[config.mk]
export PLATFORM = sky130hd
export DESIGN_NAME = traffic_phase_ctrl
export DESIGN_NICKNAME = d
export VERILOG_FILES = /design/src/rtl/traffic_phase_ctrl.sv
export SDC_FILE = /design/constraint.sdc
export NUM_CORES = 1
export LEC_CHECK = 0
export ABC_AREA = 0
export CORE_ASPECT_RATIO = 1.4
export CORE_UTILIZATION = 50
export DETAILED_ROUTE_END_ITERATION = 8
export PLACE_DENSITY_LB_ADDON = 0.08
export SYNTH_ARGS = -nofsm -noshare
export SYNTH_HDL_FRONTEND = slang
export SYNTH_SLANG_ARGS = --single-unit
[constraint.sdc]
create_clock -name clk -period 3.7 [get_ports clk]
set_input_delay 0.74 -clock clk [delete_from_list [all_inputs] [get_ports clk]]
set_output_delay 0.74 -clock clk [all_outputs]
set_load 0.02 [all_outputs]
[src/rtl/traffic_phase_ctrl.sv]
// traffic_phase_ctrl: N-phase intersection light controller.
//   Each phase cycles GREEN -> YELLOW -> ALL_RED, and then the next non-skipped phase
//   is served. Green times are per phase. The yellow time is shared by all phases.
//   A flashing-yellow fail-safe mode is available.
// Ports:
//   clk, rst_n          clock and async active-low reset
//   en_i                enable; low forces IDLE (highest priority)
//   tick_i              1-cycle strobe per second, used as the timing base
//   green_time_i        per-phase green durations, phase p at [p*CNT_WIDTH +: CNT_WIDTH]
//   yellow_time_i       shared yellow duration
//   phase_skip_i        1 = do not serve phase p
//   flash_i             fail-safe flashing-yellow request
//   light_o             phase p at [p*3 +: 3]: bit0 green, bit1 yellow, bit2 red
//   active_phase_o      phase currently served
//   remaining_o         ticks left in the current interval, minus 1
//   phase_done_o        1-cycle pulse when ALL_RED expires

// Per-phase lamp decode, driven from next-state so the lamps register together with the state.
module traffic_phase_lamp (
  input  logic       idle_i,
  input  logic       flash_i,
  input  logic       blink_i,
  input  logic       green_i,
  input  logic       yellow_i,
  output logic [2:0] lamp_o
);
  always_comb begin
    lamp_o = 3'b100;
    if (idle_i)        lamp_o = 3'b000;
    else if (flash_i)  lamp_o = {1'b0, blink_i, 1'b0};
    else if (green_i)  lamp_o = 3'b001;
    else if (yellow_i) lamp_o = 3'b010;
  end
endmodule

module traffic_phase_ctrl #(
  parameter int NUM_PHASES   = 2,
  parameter int CNT_WIDTH    = 8,
  parameter int ALL_RED_TIME = 2
) (
  input  logic                            clk,
  input  logic                            rst_n,
  input  logic                            en_i,
  input  logic                            tick_i,
  input  logic [NUM_PHASES*CNT_WIDTH-1:0] green_time_i,
  input  logic [CNT_WIDTH-1:0]            yellow_time_i,
  input  logic [NUM_PHASES-1:0]           phase_skip_i,
  input  logic                            flash_i,
  output logic [NUM_PHASES*3-1:0]         light_o,
  output logic [((NUM_PHASES>1)?$clog2(NUM_PHASES):1)-1:0] active_phase_o,
  output logic [CNT_WIDTH-1:0]            remaining_o,
  output logic                            phase_done_o
);
  localparam int PH_W = (NUM_PHASES > 1) ? $clog2(NUM_PHASES) : 1;

  typedef enum logic [2:0] {S_IDLE, S_GREEN, S_YELLOW, S_ALLRED, S_FLASH} state_e;

  state_e                          state_q, state_d;
  logic [PH_W-1:0]                 phase_q, phase_d;
  logic [CNT_WIDTH-1:0]            rem_q, rem_d;
  logic                            blink_q, blink_d;
  logic                            done_q, done_d;
  logic [NUM_PHASES-1:0][2:0]      light_q, light_d;
  logic [PH_W-1:0]                 nxt_ph;

  // A zero duration behaves as one tick.
  function automatic logic [CNT_WIDTH-1:0] load(input logic [CNT_WIDTH-1:0] d);
    return (d == '0) ? '0 : d - 1'b1;
  endfunction

  // First non-skipped phase after p with wrap-around. Falls back to p itself, then to p+1
  // when every phase is skipped, so the controller never stalls.
  function automatic logic [PH_W-1:0] next_phase(input logic [PH_W-1:0] p,
                                                 input logic [NUM_PHASES-1:0] skip);
    logic [PH_W-1:0] r;
    logic            found;
    int              c;
    found = 1'b0;
    r     = PH_W'((int'(p) + 1) % NUM_PHASES);
    for (int k = 1; k < NUM_PHASES; k++) begin
      c = (int'(p) + k) % NUM_PHASES;
      if (!found && !skip[c]) begin
        r     = PH_W'(c);
        found = 1'b1;
      end
    end
    if (!found && !skip[p]) r = p;
    return r;
  endfunction

  function automatic logic [PH_W-1:0] first_phase(input logic [NUM_PHASES-1:0] skip);
    logic [PH_W-1:0] r;
    logic            found;
    found = 1'b0;
    r     = '0;
    for (int k = 0; k < NUM_PHASES; k++) begin
      if (!found && !skip[k]) begin
        r     = PH_W'(k);
        found = 1'b1;
      end
    end
    return r;
  endfunction

  always_comb begin
    state_d = state_q;
    phase_d = phase_q;
    rem_d   = rem_q;
    blink_d = blink_q;
    done_d  = 1'b0;
    nxt_ph  = (state_q == S_IDLE) ? first_phase(phase_skip_i)
                                  : next_phase(phase_q, phase_skip_i);
    if (!en_i) begin
      state_d = S_IDLE;
      phase_d = '0;
      rem_d   = '0;
      blink_d = 1'b0;
    end else if (flash_i) begin
      if (state_q != S_FLASH) begin
        state_d = S_FLASH;
        rem_d   = '0;
        blink_d = 1'b0;
      end else if (tick_i) begin
        blink_d = ~blink_q;
      end
    end else begin
      unique case (state_q)
        S_IDLE: begin
          state_d = S_GREEN;
          phase_d = nxt_ph;
          rem_d   = load(green_time_i[int'(nxt_ph)*CNT_WIDTH +: CNT_WIDTH]);
        end
        S_GREEN: if (tick_i) begin
          if (rem_q != '0) rem_d = rem_q - 1'b1;
          else begin
            state_d = S_YELLOW;
            rem_d   = load(yellow_time_i);
          end
        end
        S_YELLOW: if (tick_i) begin
          if (rem_q != '0) rem_d = rem_q - 1'b1;
          else begin
            state_d = S_ALLRED;
            rem_d   = CNT_WIDTH'(ALL_RED_TIME - 1);
          end
        end
        S_ALLRED: if (tick_i) begin
          if (rem_q != '0) rem_d = rem_q - 1'b1;
          else begin
            state_d = S_GREEN;
            phase_d = nxt_ph;
            done_d  = 1'b1;
            rem_d   = load(green_time_i[int'(nxt_ph)*CNT_WIDTH +: CNT_WIDTH]);
          end
        end
        S_FLASH: begin
          // Leaving flash always clears through ALL_RED. The phase held during flash
          // then advances as usual.
          state_d = S_ALLRED;
          rem_d   = CNT_WIDTH'(ALL_RED_TIME - 1);
          blink_d = 1'b0;
        end
        default: state_d = S_IDLE;
      endcase
    end
  end

  for (genvar g = 0; g < NUM_PHASES; g++) begin : g_lamp
    traffic_phase_lamp u_lamp (
      .idle_i  (state_d == S_IDLE),
      .flash_i (state_d == S_FLASH),
      .blink_i (blink_d),
      .green_i (state_d == S_GREEN  && phase_d == PH_W'(g)),
      .yellow_i(state_d == S_YELLOW && phase_d == PH_W'(g)),
      .lamp_o  (light_d[g])
    );
  end

  always_ff @(posedge clk or negedge rst_n) begin
    if (!rst_n) begin
      state_q <= S_IDLE;
      phase_q <= '0;
      rem_q   <= '0;
      blink_q <= 1'b0;
      done_q  <= 1'b0;
      light_q <= '0;
    end else begin
      state_q <= state_d;
      phase_q <= phase_d;
      rem_q   <= rem_d;
      blink_q <= blink_d;
      done_q  <= done_d;
      light_q <= light_d;
    end
  end

  assign light_o        = light_q;
  assign active_phase_o = phase_q;
  assign remaining_o    = rem_q;
  assign phase_done_o   = done_q;
endmodule

==> results of run 1 <==
## routing by layer
layer  part of all wire, %  up-vias  track usage, %
met5                     0        -               0
met4                   5.0        0            15.5
met1                    37     1019            32.9
li1                      -     1038               -
met2                    53       92            52.0
met3                   4.7       22            2.99
## cells in the mapped netlist (all sizes together), types with 6 or more instances
| master | n | area share, % |
|---|---|---|
| o21ai | 18 | 4.6 |
| xnor2 | 6 | 2.7 |
| nand2 | 21 | 4.0 |
| xor2 | 7 | 3.1 |
| nor2b | 7 | 2.2 |
| a21oi | 15 | 3.8 |
| nor2 | 32 | 6.2 |
| dfrtp | 20 | 25 |
| a31oi | 7 | 2.2 |
| mux2i | 8 | 4.1 |
| inv | 9 | 1.7 |
| nor3 | 16 | 4.3 |
| buf | 7 | 1.8 |
## placed cells by master (no fill, tap or decap), types with 6 or more instances in the layout
| master | netlist | layout |
|---|---|---|
| xor2_1 | 7 | 7 |
| a31oi_1 | 7 | 7 |
| nor2_1 | 31 | 31 |
| nor2b_1 | 7 | 7 |
| dfrtp_1 | 20 | 20 |
| buf_4 | 1 | 8 |
| mux2i_1 | 8 | 8 |
| nand2_1 | 21 | 21 |
| a21oi_1 | 15 | 15 |
| o21ai_0 | 15 | 15 |
| nor3_1 | 15 | 15 |
| clkdlybuf4s50_1 | 0 | 46 |
| inv_1 | 9 | 9 |
| xnor2_1 | 6 | 6 |
## power by group through the flow
stage / registers, mW / clock network, mW / logic, mW
CTS: 0.256 / 0.224 / 0.353
global route: 0.260 / 0.234 / 0.387
floorplan: 0.267 / 0 / 0.212
finish: 0.257 / 0.224 / 0.356
detailed placement: 0.261 / 0 / 0.351
global placement: 0.261 / 0 / 0.348
## critical path: cells and delay by family
| kind | cells | cell delay, ns |
|---|---|---|
| AOI/OAI and AO/OA | 3 | 0.82 |
| muxes | 3 | 0.61 |
| buffers and inverters | 2 | 0.60 |
| and+or+nand+nor | 3 | 0.56 |
| adders and majority gates | 1 | 0.25 |
## flip-flops by register name, indices dropped and copies added (netlist names)
name,cells
light_o,6
blink_q,1
phase_done_o,1
active_phase_o,1
state_q,3
remaining_o,8
## final cells by class
type / count / area share, %
sequential: 20 / 19.5
tap: 42 / 2.05
clock buffer: 3 / 1.61
clock inverter: 1 / 1.17
timing repair buffer: 54 / 20.3
inverter: 9 / 1.32
multi-input combinational: 215 / 54.1
## per-stage QoR
stage / util, % / instances / setup slack [ns] / power, mW
floorplan: - / 255 / 0.334 / 0.479
global route: 69.2 / 344 / -0.00389 / 0.881
CTS: 69.1 / 344 / 0.198 / 0.833
detailed placement: 67.1 / 340 / -0.0498 / 0.611
finish: 69.2 / 344 / 0.256 / 0.836
global placement: 67.1 / 340 / 0.0739 / 0.609
## worst max path at each step
stage | depth (start not counted) | endpoint | start
2_1_floorplan | 11 | remaining_o[1] | phase_skip_i[1]
3_3_place_gp | 11 | remaining_o[1] | phase_skip_i[1]
3_5_place_dp | 11 | remaining_o[1] | phase_skip_i[1]
4_1_cts | 11 | remaining_o[1] | phase_skip_i[1]
5_1_grt | 12 | remaining_o[5] | phase_skip_i[1]
6_report | 12 | remaining_o[5] | phase_skip_i[1]
## cells by family after synthesis
family,after synthesis
buffers and inverters,20
and+or+nand+nor,115
adders and majority gates,7
AOI/OAI and AO/OA,69
muxes,11
xor gates and xnor gates,13
DFF,20
==> qor.yml, run 1 <==
crit_type: "in2reg"
drt_iter0_markers: 92
sequentialPowerShare_pct: 30.7
num-nets-final: 339
ant_nets: 0
die_w_um: 55.0
ioPinCount: 47
drv_slew: 0
portBuffers: 46
cts-root-buf: "clkbuf_8"
p_int_mw: 0.530
r2r_slack_ns: 0.51
synth_fa_ha_area_share_pct: 4.20
finalCritPeriodShare_pct: 93.1
route.detailed.drc: 0
hold_start: "blink_q"
hold_violations: 0
multiInputGateArea_sq_mm: 0.00139
area_growth_pct: 30.5
slowest_delay_ns: 0.41
vias: 2171
p_comb_share_pct: 42.6
seqCellArea_sq_um: 500
power_switching_mw: 0.306
grt_pass1_vias: 2062
cts.sinks: 20
yosys-mux-area-fraction_pct: 5.79
tns_ns: 0
synth_nets: 291
final.setup_skew_ns: 0.00426
holdPathEnd: "blink_q"
power_density_mw_per_mm2: 326
final_area_sq_mm: 0.00257
cts_tree: "built"
synthCells: 255
viasPerCell: 6.31
ys_seq_area_share_pct: 25.4
start_util_pct: 53.1
hp-class: "reg2reg"
grt_pass1_wl_mm: 9.40
gr-total-overflow: 0
drive_above_1_share_pct: 6.95
synth_compound_area_share_pct: 23.2
cts_buffers: 3
r2r-start: "state_q[0]"
critical_path.startpoint_type: "input pin"
cap_viol_max_count: 0
cts_resized: 0
p_clk_share_pct: 26.7
crit_fanout: 4
clockBufferDepth: 2
nFillCells: 321
grt_start_max_net_pins: 21
worst_ep_arrival_time_ns: 3.59
reg2regPathDepth: 11
synth_top_family_by_area: "simple AND/OR/NAND/NOR gates"
clkTransAtPathRegs_ns: 0.08
synth_edf_count: 0
core_sq_mm: 0.00371
dp_hpwl_mm: 4.53
synth.distinct_cells: 53
ys_warn_count: 0
die_h_um: 76.2
avgRoutedWirePerCell_um: 16.4
h-tree-depth: 1
syn_avg_cell_area_sq_um: 7.72
layout_min_cycle_time_ns: 3.44
post-cts-setup-buffers: 0
async_reset_ff_share_pct: 100
setup_viol: 0
grt_use_total_pct: 29.8
die-area_sq_mm: 0.00419
clkLatencyLatePin_ns: 0.26
synth_ff_type: "dfrtp_1"
timing.slew.headroom_pct: 38.5
cp-end-kind: "flip-flop"
leakagePower_nw: 1.01
finalWirelength_mm: 5.65
r2r_end: "remaining_o[5]"
fmax_mhz: 290
cp.required_ns: 3.85
outcome: "finished, final reports clean"
ir_worst_vdd_uv: 256
worst_pin_slew_ns: 0.920
critPathSlowestCell: "clkdlybuf4s50_1"
synth-simple-area-share_pct: 31.3
antenna_cells: 0
switching_share_pct: 36.6
synth-seq-cells: 20
antenna_found_initial: 0
rows: 26
cts_hold_buffers: 0
place_congestion: 0.900
synth_xor_area_share_pct: 5.79
syn-cell-area_sq_mm: 0.00197
crit_path_cell_trace: "clkdlybuf4s50_1, nor2b_1, o31ai_2, mux2i_1, ha_1, nor4b_1, buf_4, nor2_1, mux2i_1, mux2_2, o21ai_0, a221o_1"
critPathMostFrequentCell: "mux2i_1"
drt_first_pass_iters: 5
hold-worst-slack_ns: 0.589
holdPathStages: 2
placed_cell_area_sq_mm: 0.00249
Note: power is estimated with default switching activity, not from simulation.
==> run 2: changes to the inputs <==
- RECOVER_POWER: not set -> 25
==> run 2 against run 1 <==
Effect of this change:
- sequential power is essentially flat
- non-clock buffer count is the same
- clock power is essentially flat
- the run now ends with DRC left
- clock skew is essentially flat
- worst hold slack lost 0.00084 ns
- first-iteration DRC count is the same
- global-route usage is the same
- fmax is essentially flat
- cell count is the same
==> qor.yml, run 2 (synthesized netlist as in run 1, its figures left out) <==
path_buf_inv: 2  # unchanged
violations: "DRC"
nFillCells: 321  # unchanged
antenna_found_initial: 0  # unchanged
num-nets-final: 339  # unchanged
route.detailed.drc: 1  # was 0
cap_viol_max_count: 0  # unchanged
cts.sinks: 20  # unchanged
crit_path_cell_trace: "clkdlybuf4s50_1, nor2b_1, o31ai_2, mux2i_1, ha_1, nor4b_1, buf_4, nor2_1, mux2i_1, mux2_2, o21ai_0, a221o_1"  # unchanged
post-cts-setup-buffers: 0  # unchanged
tns_ns: 0  # unchanged
die_w_um: 55.0  # unchanged
avgRoutedWirePerCell_um: 16.5  # was 16.4 um
grt_use_total_pct: 29.8  # unchanged
start_util_pct: 53.1  # unchanged
cp_top_family: "compound AO/OA/AOI/OAI gates"  # unchanged
gr-total-overflow: 0  # unchanged
sequentialPowerShare_pct: 30.7  # about the same
slowest_delay_ns: 0.41  # about the same
critPathSlowestCell: "clkdlybuf4s50_1"  # unchanged
rows: 26  # unchanged
crit_type: "in2reg"  # unchanged
cts_buffers: 3  # unchanged
placed_cell_area_sq_mm: 0.00249  # unchanged
reg2regPathDepth: 11  # unchanged
die-area_sq_mm: 0.00419  # unchanged
cp-end-kind: "flip-flop"  # unchanged
grt_start_max_net_pins: 21  # unchanged
drt_first_pass_iters: 7  # was 5
layout_min_cycle_time_ns: 3.44  # about the same
cp_num_cells: 12  # unchanged
place_congestion: 0.900  # unchanged
worst_slack_ns: 0.259  # was 0.256 ns
antenna_cells: 0  # unchanged
timing.slew.headroom_pct: 37.6  # was 38.5%
final.setup_skew_ns: 0.00425  # was 0.00426 ns
cts_hold_buffers: 0  # unchanged
p_int_mw: 0.530  # about the same
cts-root-buf: "clkbuf_8"  # unchanged
hold_violations: 0  # unchanged
layout_common_cells: "clkdlybuf4s50_1 (44), nor2_1 (31), nand2_1 (21), dfrtp_1 (20)"  # was clkdlybuf4s50_1 (46), nor2_1 (31), nand2_1 (21), dfrtp_1 (20)
leakagePower_nw: 1.02  # was 1.01 nW
clkTransAtPathRegs_ns: 0.08  # about the same
r2r_slack_ns: 0.51  # about the same
total_power_mw: 0.837  # was 0.836 mW
cp.required_ns: 3.85  # about the same
core_sq_mm: 0.00371  # unchanged
h-tree-depth: 1  # unchanged
portBuffers: 46  # unchanged
finalWirelength_mm: 5.66  # was 5.65 mm
drv_slew: 0  # unchanged
critPathMostFrequentCell: "mux2i_1"  # unchanged
crit_path_start: "phase_skip_i[1]"  # unchanged
final_area_sq_mm: 0.00257  # unchanged
critical_path.startpoint_type: "input pin"  # unchanged
clockBufferDepth: 2  # unchanged
area_growth_pct: 30.5  # unchanged
die_h_um: 76.2  # unchanged
layout_commonest_cell: "clkdlybuf4s50_1"  # unchanged
cts_resized: 0  # unchanged
r2r-start: "state_q[0]"  # unchanged
multiInputGateArea_sq_mm: 0.00139  # unchanged
fmax_mhz: 291  # was 290 MHz
power_density_mw_per_mm2: 326  # about the same
p_clk_share_pct: 26.7  # about the same
outcome: "finished with violations"  # was finished, final reports clean
largest_reg_flops: 8  # unchanged
dp_hpwl_mm: 4.53  # unchanged
drive_above_1_share_pct: 6.95  # unchanged
setup_viol: 0  # unchanged
switching_share_pct: 36.7  # was 36.6%
place_ws_ns: -0.0498  # unchanged
p_comb_share_pct: 42.6  # about the same
r2r_end: "remaining_o[5]"  # unchanged
worst_pin_slew_ns: 0.933  # was 0.920 ns
ioPinCount: 47  # unchanged
drt_iter0_markers: 92  # unchanged
power_switching_mw: 0.307  # was 0.306 mW
cts_tree: "built"  # unchanged
final_util_pct: 69.2  # unchanged
vias: 2174  # was 2171
clkLatencyLatePin_ns: 0.26  # about the same
ant_nets: 0  # unchanged
seqCellArea_sq_um: 500  # unchanged
finalCritPeriodShare_pct: 93.0  # was 93.1%
crit_fanout: 4  # unchanged
ir_worst_vdd_uv: 255  # was 256 uV
grt_pass1_vias: 2062  # unchanged
grt_pass1_wl_mm: 9.40  # unchanged
endpoint: "remaining_o[5]"  # unchanged
hold_start: "blink_q"  # unchanged
viasPerCell: 6.32  # was 6.31
hp-class: "reg2reg"  # unchanged
worst_ep_arrival_time_ns: 3.59  # about the same
==> run 2: cell count changes in the layout (fill, tap and decap cells not counted) <==
cell / change
dlygate4sd3_1: +2
clkdlybuf4s50_1: -2
==> run 2: area by class of cell <==
class                           instances  area share, %
Inverter                                9           1.32
Sequential cell                        20           19.5
Clock buffer                            3           1.61
Clock inverter                          1           1.17
Tap cell                               42           2.05
Multi-Input combinational cell        215           54.1
Timing Repair Buffer                   54           20.3
==> run 2: how the worst min path moves through the flow <==
stage	endpoint	slack (ns)	cells after the start
after floorplan	active_phase_o	0.44	0
after global placement	blink_q	0.57	2
after CTS	blink_q	0.60	2
after global routing	blink_q	0.64	2
final	blink_q	0.59	2
after detailed placement	blink_q	0.58	2
==> run 2: per-stage QoR <==
stage / cells / hold slack (ns)
after detailed placement: 340 / 0.584
after global routing: 344 / 0.639
final: 344 / 0.588
after CTS: 344 / 0.595
after global placement: 340 / 0.569
after floorplan: 255 / 0.444
==> run 2: tightest hold or removal path, cell delays in order (launching register included) <==
cell	delay, ns
dfrtp_1	0.40
nand3b_1	0.08
a21boi_0	0.07
==> run 2: power groups by stage <==
stage	combinational (mW)	clock [mW]	sequential (mW)
6_report	0.356	0.224	0.257
5_1_grt	0.387	0.234	0.260
4_1_cts	0.353	0.224	0.256
3_5_place_dp	0.351	0	0.261
3_3_place_gp	0.348	0	0.261
2_1_floorplan	0.212	0	0.267
==> run 2: layer usage <==
layer | global-route usage, % | wire length (um) | up-vias
li1 | - | - | 1037
met1 | 32.9 | 2100 | 1022
met2 | 52.0 | 3010 | 93
met3 | 2.99 | 273 | 22
met4 | 15.5 | 275 | 0
met5 | 0 | 0 | -
